==> src/rtl/pong_link_pkg.sv <==
// Shared paddle-link frame definitions, used by both the transmitter and the peer receiver.
package pong_link_pkg;

    localparam logic [7:0] LINK_SYNC        = 8'hA5;
    localparam int         LINK_FRAME_BYTES = 4;

    // Byte positions within a frame
    localparam logic [1:0] LINK_IDX_SYNC = 2'd0;
    localparam logic [1:0] LINK_IDX_CTRL = 2'd1;
    localparam logic [1:0] LINK_IDX_YLO  = 2'd2;
    localparam logic [1:0] LINK_IDX_CHK  = 2'd3;

    typedef struct packed {
        logic [11:0] ypos;
        logic        button;
        logic        start;
    } link_sample_t;

    // CTRL = {2'b00, start, button, ypos[11:8]}, YLO = ypos[7:0], CHK = CTRL ^ YLO
    function automatic logic [7:0] link_byte(input logic [1:0] idx, input link_sample_t s);
        logic [7:0] ctrl;
        logic [7:0] ylo;
        ctrl = {2'b00, s.start, s.button, s.ypos[11:8]};
        ylo  = s.ypos[7:0];
        case (idx)
            LINK_IDX_SYNC: link_byte = LINK_SYNC;
            LINK_IDX_CTRL: link_byte = ctrl;
            LINK_IDX_YLO:  link_byte = ylo;
            default:       link_byte = ctrl ^ ylo;
        endcase
    endfunction

endpackage

==> src/rtl/uart_baud_gen.sv <==
// Bit-period divider: counts 0..DIV-1 and pulses tick on the last count; clear holds it at 0.
module uart_baud_gen #(
    parameter int DIV = 10
) (
    input  logic clk,
    input  logic rst,
    input  logic clear,
    output logic tick
);

    localparam int            CW = (DIV > 1) ? $clog2(DIV) : 1;
    localparam logic [CW-1:0] TC = CW'(DIV - 1);

    logic [CW-1:0] cnt;

    assign tick = (cnt == TC);

    always_ff @(posedge clk or negedge rst) begin
        if (!rst) begin
            cnt <= '0;
        end else if (clear || tick) begin
            cnt <= '0;
        end else begin
            cnt <= cnt + 1'b1;
        end
    end

endmodule

==> src/rtl/paddle_link_tx.sv <==
// Sends the local paddle state to the peer board as a 4-byte 8N1 UART frame.
//
// state   | meaning
// --------+-----------------------------------------------
// S_IDLE  | line idle high, waiting for send
// S_START | start bit (0) of current byte
// S_DATA  | data bit bit_idx of current byte, LSB first
// S_STOP  | stop bit (1) of current byte
// S_DONE  | one-cycle frame_done, new send may be accepted
module paddle_link_tx #(
    parameter int CLK_HZ = 65000000,
    parameter int BAUD   = 115200
) (
    input  logic        clk,
    input  logic        rst,
    input  logic [11:0] ypos,
    input  logic        button,
    input  logic        start,
    input  logic        send,
    output logic        tx,
    output logic        busy,
    output logic        frame_done
);

    import pong_link_pkg::*;

    localparam int DIV = CLK_HZ / BAUD;

    localparam logic [2:0] S_IDLE  = 3'd0;
    localparam logic [2:0] S_START = 3'd1;
    localparam logic [2:0] S_DATA  = 3'd2;
    localparam logic [2:0] S_STOP  = 3'd3;
    localparam logic [2:0] S_DONE  = 3'd4;

    localparam logic [1:0] LAST_BYTE = 2'(LINK_FRAME_BYTES - 1);

    logic [2:0]   state;
    logic [2:0]   bit_idx;
    logic [1:0]   byte_idx;
    link_sample_t sample;
    logic         tick;
    logic         accept;
    logic [7:0]   cur_byte;

    assign busy       = (state == S_START) || (state == S_DATA) || (state == S_STOP);
    assign frame_done = (state == S_DONE);
    assign accept     = send && !busy;
    assign cur_byte   = link_byte(byte_idx, sample);

    // Divider is held at 0 whenever no frame is in flight, so the first bit is a full period
    uart_baud_gen #(.DIV(DIV)) u_baud (
        .clk   (clk),
        .rst   (rst),
        .clear (!busy),
        .tick  (tick)
    );

    always_comb begin
        tx = 1'b1;
        case (state)
            S_START: tx = 1'b0;
            S_DATA:  tx = cur_byte[bit_idx];
            default: tx = 1'b1;
        endcase
    end

    always_ff @(posedge clk or negedge rst) begin
        if (!rst) begin
            state    <= S_IDLE;
            bit_idx  <= '0;
            byte_idx <= '0;
            sample   <= '0;
        end else begin
            case (state)
                S_IDLE, S_DONE: begin
                    if (accept) begin
                        sample   <= {ypos, button, start};
                        byte_idx <= '0;
                        bit_idx  <= '0;
                        state    <= S_START;
                    end else begin
                        state <= S_IDLE;
                    end
                end
                S_START: begin
                    if (tick) begin
                        bit_idx <= '0;
                        state   <= S_DATA;
                    end
                end
                S_DATA: begin
                    if (tick) begin
                        if (bit_idx == 3'd7) begin
                            state <= S_STOP;
                        end else begin
                            bit_idx <= bit_idx + 3'd1;
                        end
                    end
                end
                S_STOP: begin
                    if (tick) begin
                        if (byte_idx == LAST_BYTE) begin
                            state <= S_DONE;
                        end else begin
                            byte_idx <= byte_idx + 2'd1;
                            state    <= S_START;
                        end
                    end
                end
                default: state <= S_IDLE;
            endcase
        end
    end

endmodule

==> config.mk <==
export PLATFORM = sky130hd
export DESIGN_NAME = paddle_link_tx
export DESIGN_NICKNAME = d
export VERILOG_FILES = /design/src/rtl/pong_link_pkg.sv /design/src/rtl/uart_baud_gen.sv /design/src/rtl/paddle_link_tx.sv
export SDC_FILE = /design/constraint.sdc
export NUM_CORES = 1
export LEC_CHECK = 0
export ABC_CLOCK_PERIOD_IN_PS = 2400
export CAP_MARGIN = 20
export CORE_MARGIN = 4
export CORE_UTILIZATION = 49
export CTS_CLUSTER_DIAMETER = 30
export DETAILED_ROUTE_END_ITERATION = 6
export GPL_ROUTABILITY_DRIVEN = 0
export PLACE_DENSITY = 0.79
export SYNTH_ARGS = -nofsm -noshare
export SYNTH_HDL_FRONTEND = slang
export SYNTH_SLANG_ARGS = --single-unit
==> constraint.sdc <==
create_clock -name clk -period 2.4 [get_ports clk]
set_input_delay 0.36 -clock clk [delete_from_list [all_inputs] [get_ports clk]]
set_output_delay 0.36 -clock clk [all_outputs]
set_load 0.01 [all_outputs]
### Word level (Yosys, flattened, before mapping)

Index checks and enable logic that the tools add are counted.

* add/sub/neg operators: 3
* $lt $le $gt $ge: 1
* eq/ne operators: 16
* mux-type cells: 21
* bitwise logic cells: 1
* reductions and logical operators: 14

Operators by type and width (number)
* two-way mux 3 bit: 9
* one-hot mux 8 bit (3 select lines): 1
* one-hot mux 3 bit (4 select lines): 1
* adder 10 x 1 -> 10 bit, second input constant: 1
* equality test 10 bit, second input constant: 1
* two-way mux 10 bit: 1
* one-hot mux 3 bit (3 select lines): 1
* != test 2 x 1 -> 1 bit, second input constant: 4
* AND reduction 4 bit: 2
* XOR 6 x 8 -> 8 bit: 1
* equality test 3 x 2 -> 1 bit, second input constant: 2
* equality test 3 bit, second input constant: 2
* two-way mux 2 bit: 3
* != test 2 bit, second input constant: 3
* AND reduction 5 bit: 1
* equality test 2 bit, second input constant: 2
* less-than comparator 3 x 4 -> 1 bit, second input constant: 1
* one-hot mux 2 bit (2 select lines): 1
* adder 3 x 1 -> 3 bit, second input constant: 1
* binary-select mux 1 bit (select 3 bit): 1
* equality test 3 x 1 -> 1 bit, second input constant: 1
* logical NOT 3 bit: 1
* logical OR 1 bit: 3
* nonzero test 3 bit: 1
* other kinds (10): 11

* register bits: 32
* input port bits: 17
* output and inout bits: 3
* logic and storage cells: 63

### Longest topological paths before layout

* word-level depth: 7
* depth in mapped cells: 7
* gate-level depth less buffers: 6

### Hierarchy

Synthesis repeated with hierarchy kept, for this count alone.

* cell total of the unflattened synthesis: 173
* area, all modules: 1875.5 um^2

By module, submodules not included
* paddle_link_tx: times used 1, cells an instance 124, area each 1371.3 um^2
* uart_baud_gen: times used 1, cells an instance 49, area each 504.2 um^2

### Worst setup path before layout

Ideal clock, no wire load.

* kind: reg-to-output
* start point: reg byte_idx[0]
* end point: out tx
* arrival: 1.569 ns
* path slack: 0.471 ns
* stages on the path, launching flop included: 7
* buffers on the path: 0
* cells stage by stage: dfrtp_1 inv_1 ha_1 or2b_2 a21boi_0 o211ai_1 o221ai_1

* word-level cells in the longest chain between the ends: 5

Ends and longest elaborated chain
* from (decl): RTL line paddle_link_tx.sv:39 `logic [1:0] byte_idx;`
* from (signal assigned): RTL line paddle_link_tx.sv:105 `byte_idx <= byte_idx + 2'd1;`
* equality test 2 bit (tied with other cells): RTL line pong_link_pkg.sv:25 `case (idx)`
* one-hot mux 8 bit (3 select lines) *: RTL line pong_link_pkg.sv:25
* binary-select mux 1 bit (select 3 bit) *: RTL line paddle_link_tx.sv:62 `S_DATA: tx = cur_byte[bit_idx];`
* two-way mux 1 bit (implied by the code) *: RTL line paddle_link_tx.sv:62
* one-hot mux 1 bit (2 select lines) *: RTL line paddle_link_tx.sv:60 `case (state)`
* to (decl): RTL line paddle_link_tx.sv:20 `output logic tx,`

Mark *: on every way between the ends. The rest lies on a longest branch, timed or not. The select of a mux whose other input is x is not followed.

### Worst setup path after layout

Ends and elaborated chain as after synthesis.

==> flow_results.xml <==
<?xml version="1.0" encoding="UTF-8"?>
<metrics>
  <group name="sta">
    <metric name="timing_worst_slew_pin_value" unit="ns">0.388</metric>
    <metric name="timing.final.setup_violations" unit="">0</metric>
    <metric name="report.final.slew_viol_count" unit="">0</metric>
    <metric name="rsz0062_at_grt" unit="">yes</metric>
    <metric name="achievable-frequency" unit="MHz">421</metric>
    <metric name="worst_slew_margin_rel" unit="">0.741</metric>
    <metric name="setup_ws" unit="ns">0.0242</metric>
    <metric name="hold_vio_cnt_final" unit="">0</metric>
    <metric name="skew" unit="ns">0.00296</metric>
    <metric name="final.period_utilization" unit="">0.990</metric>
    <metric name="period_needed" unit="ns">2.38</metric>
  </group>
  <group name="synthesis">
    <metric name="synth_enable_flop_cells" unit="">0</metric>
    <metric name="synth.lib_cells_used.distinct" unit="">46</metric>
    <metric name="synth_top_area_frac" unit="">0.425</metric>
    <metric name="synthesis.yosys.warnings" unit="">0</metric>
    <metric name="syn_nets" unit="">233</metric>
    <metric name="avgSynthCellArea" unit="um2">9.07</metric>
    <metric name="synthesis.area" unit="mm2">0.00189</metric>
    <metric name="synth.ff_latch_count" unit="">32</metric>
    <metric name="synthTopCellsByArea" unit="">sky130_fd_sc_hd__dfrtp_1 (42%), sky130_fd_sc_hd__nand2_1 (9.6%), sky130_fd_sc_hd__ha_1 (5.3%)</metric>
    <metric name="yosysTopAreaCell" unit="">sky130_fd_sc_hd__dfrtp_1</metric>
    <metric name="post_synth_most_frequent_cells" unit="">sky130_fd_sc_hd__nand2_1 (48), sky130_fd_sc_hd__dfrtp_1 (32), sky130_fd_sc_hd__nor2_1 (15), sky130_fd_sc_hd__xor2_1 (9)</metric>
    <metric name="synth_most_common_cell" unit="">sky130_fd_sc_hd__nand2_1</metric>
    <metric name="ys_async_sr_fraction" unit="">1.00</metric>
    <metric name="synth_sequential_area_ratio" unit="">0.425</metric>
    <metric name="synth-main-ff-cell" unit="">sky130_fd_sc_hd__dfrtp_1</metric>
    <metric name="netlist_instances" unit="">208</metric>
  </group>
  <group name="layout">
    <metric name="instances_no_fill" unit="">290</metric>
    <metric name="design.final.nets" unit="">267</metric>
    <metric name="fillCellCount" unit="">327</metric>
    <metric name="multi_input_area" unit="mm2">0.00105</metric>
    <metric name="fraction_of_layout_cells_with_a_size_suffix_above_1" unit="">0.157</metric>
    <metric name="syn2layout_area_growth" unit="%">23.4</metric>
    <metric name="count_of_antenna_diodes_in_the_layout" unit="">0</metric>
    <metric name="final-seq-area" unit="um2">801</metric>
  </group>
  <group name="clock_network">
    <metric name="clock-root-buffer" unit="">sky130_fd_sc_hd__clkbuf_8</metric>
    <metric name="cts_hold_bufs" unit="">0</metric>
    <metric name="clock_tree_from_tritoncts" unit="">yes</metric>
    <metric name="cts_max_path_buffers" unit="">2</metric>
    <metric name="clkSlewWorstSetupHoldPaths" unit="ns">0.06</metric>
    <metric name="cts.sink_count" unit="">32</metric>
    <metric name="clk_latency" unit="ns">0.28</metric>
    <metric name="cts.htree.levels" unit="">2</metric>
    <metric name="cts_buffers" unit="">5</metric>
  </group>
  <group name="route">
    <metric name="dr.pass1.iters" unit="">4</metric>
    <metric name="post_drt_wl_per_cell" unit="um">14.1</metric>
    <metric name="wl" unit="um">4090</metric>
    <metric name="route.vias.total" unit="">1538</metric>
    <metric name="antenna_violating_nets_post_route" unit="">0</metric>
    <metric name="drc_errors" unit="">0</metric>
    <metric name="avgViaCountPerCell" unit="">5.30</metric>
    <metric name="dr.first_iter.drc_count" unit="">128</metric>
  </group>
  <group name="grt">
    <metric name="overall_routing_resource_usage" unit="">0.182</metric>
    <metric name="vias_in_the_first_global_route" unit="">1492</metric>
    <metric name="grt_max_degree" unit="">33</metric>
    <metric name="antenna_violations_before_repair" unit="">0</metric>
    <metric name="grt_remaining_overflow" unit="">0</metric>
    <metric name="grt_pass1_wl" unit="um">7160</metric>
  </group>
  <group name="placement">
    <metric name="detailedPlacementHpwl" unit="um">2900</metric>
    <metric name="io_buffers" unit="">19</metric>
    <metric name="detailedPlace.worstSlack" unit="ns">-0.0387</metric>
    <metric name="dp_cells" unit="">282</metric>
  </group>
  <group name="worst_setup_path">
    <metric name="cp_num_cells" unit="">7</metric>
    <metric name="path_buf_inv" unit="">3</metric>
    <metric name="highest_net_fanout_along_the_worst_path" unit="">5</metric>
    <metric name="worstSetupPathType" unit="">reg -&gt; out</metric>
    <metric name="worstReg2RegStart" unit="">bit_idx[0]</metric>
    <metric name="critical_path_startpoint_category" unit="">flop</metric>
    <metric name="worstSetupEndpointType" unit="">primary output</metric>
    <metric name="worstPathArrival" unit="ns">2.02</metric>
    <metric name="worst_reg_to_reg_cells" unit="">6</metric>
    <metric name="setup.worst_path.start" unit="">byte_idx[0]</metric>
    <metric name="critical-path-slowest-cell" unit="">sky130_fd_sc_hd__dfrtp_1</metric>
    <metric name="crit_chain" unit="">inv_2, ha_4, buf_6, a221o_1, a221oi_2, o221ai_1, buf_2</metric>
    <metric name="worst_path_dominant_cell_family" unit="">compound AO/OA/AOI/OAI gates</metric>
    <metric name="largest_stage_delay_worst_path" unit="ns">0.41</metric>
    <metric name="cp.required" unit="ns">2.04</metric>
  </group>
  <group name="die">
    <metric name="core_area" unit="mm2">0.00369</metric>
    <metric name="die_width" unit="um">70.0</metric>
    <metric name="die-height" unit="um">70.0</metric>
    <metric name="num_ports" unit="">20</metric>
    <metric name="start_util" unit="">0.511</metric>
    <metric name="placementRows" unit="">22</metric>
    <metric name="dieArea" unit="mm2">0.00490</metric>
  </group>
  <group name="pwr">
    <metric name="leakagePower" unit="nW">1.08</metric>
    <metric name="power_density" unit="mW/mm2">411</metric>
    <metric name="peakVddDrop" unit="mV">0.290</metric>
  </group>
  <group name="outcome">
    <metric name="run_status" unit="">finished, final reports clean</metric>
  </group>
  <group name="job">
    <metric name="drv_cap" unit="">0</metric>
  </group>
  <group name="hold_path">
    <metric name="worstHoldPathType" unit="">in -&gt; async</metric>
  </group>
</metrics>
layer usage:
layer | up-vias | routed length [um] | track usage
met5 | - | 0 | 0
met4 | 0 | 73 | 0.0638
met3 | 10 | 194 | 0.0446
met2 | 40 | 1820 | 0.275
met1 | 710 | 2000 | 0.254
li1 | 778 | - | -
state kept, by name, indices dropped and copies added, names as in the netlist:
register,cells
bit_idx,3
byte_idx,2
sample,14
state,3
u_baud.cnt,10
final timing paths:
| kind | slack [ns] | to |
|---|---|---|
| setup / recovery | 0.02 | tx |
| hold / removal | 0.46 | u_baud.cnt[0] |
| setup reg to reg | 0.61 | bit_idx[1] |
| hold reg to reg | 0.50 | sample[8] |
| max in group asynchronous | 1.65 | bit_idx[0] |
| min in group clk | 0.50 | sample[8] |
area by class of cell:
class,count,area share
clock inverters,1,0.00215
multi-input cells,160,0.449
repair buffers,36,0.136
inverters,7,0.0113
well taps,48,0.0258
flip-flops and latches,32,0.344
clock buffers,6,0.0312
repair_timing:
item                                    4_1_cts  5_1_grt
gates resized for setup                       6        7
buffers inserted                              0        1
endpoints found under the setup margin        1        1
pin swaps                                     0        3
stage by stage:
stage | utilization | hold WS [ns] | cell area, um2 | total power, mW | TNS [ns]
after floorplan | - | 0.0644 | 1890 | 0.550 | 0
after global placement | 0.597 | 0.463 | 2200 | 0.587 | 0
after detailed placement | 0.597 | 0.476 | 2200 | 0.588 | -0.0387
after CTS | 0.619 | 0.480 | 2280 | 0.964 | 0
after global routing | 0.631 | 0.508 | 2330 | 0.993 | -0.0918
final | 0.631 | 0.464 | 2330 | 0.957 | 0
worst register-to-register path, stage by stage (launching register included):
cell                        delay (ns)
sky130_fd_sc_hd__dfrtp_1          0.47
sky130_fd_sc_hd__ha_1             0.24
sky130_fd_sc_hd__ha_1             0.19
sky130_fd_sc_hd__or3b_1           0.34
sky130_fd_sc_hd__a21oi_1          0.18
sky130_fd_sc_hd__o2bb2ai_2        0.11
sky130_fd_sc_hd__mux2i_1          0.14
placed cells by master, fill, tap and decap left out, drive strengths merged, types with 4 or more instances in the layout:
master and instances:
nand2 48, xnor2 5, and3 5, ha 8
inv 7, nand4 6, dfrtp 32, a21oi 8
buf 18, mux2i 5, clkbuf 6, xor2 9
clkdlybuf4s50 18, or2b 4, o21ai 5, nand3 5
nor2 15
cell families after synthesis:
kind of cell	synth area share
and+or+nand+nor	0.263
AOI/OAI and AO/OA	0.126
DFF	0.425
buffers and inverters	0.0418
xor gates and xnor gates	0.0650
adders and majority gates	0.0531
muxes	0.0265
power breakdown:
| part | switching, mW | internal, mW | total, mW |
|---|---|---|---|
| logic | 0.0131 | 0.0239 | 0.0371 |
| clock network | 0.184 | 0.197 | 0.381 |
| registers | 0 | 0.540 | 0.540 |
| total | 0.197 | 0.760 | 0.957 |
(Power assumes the default switching activity.)
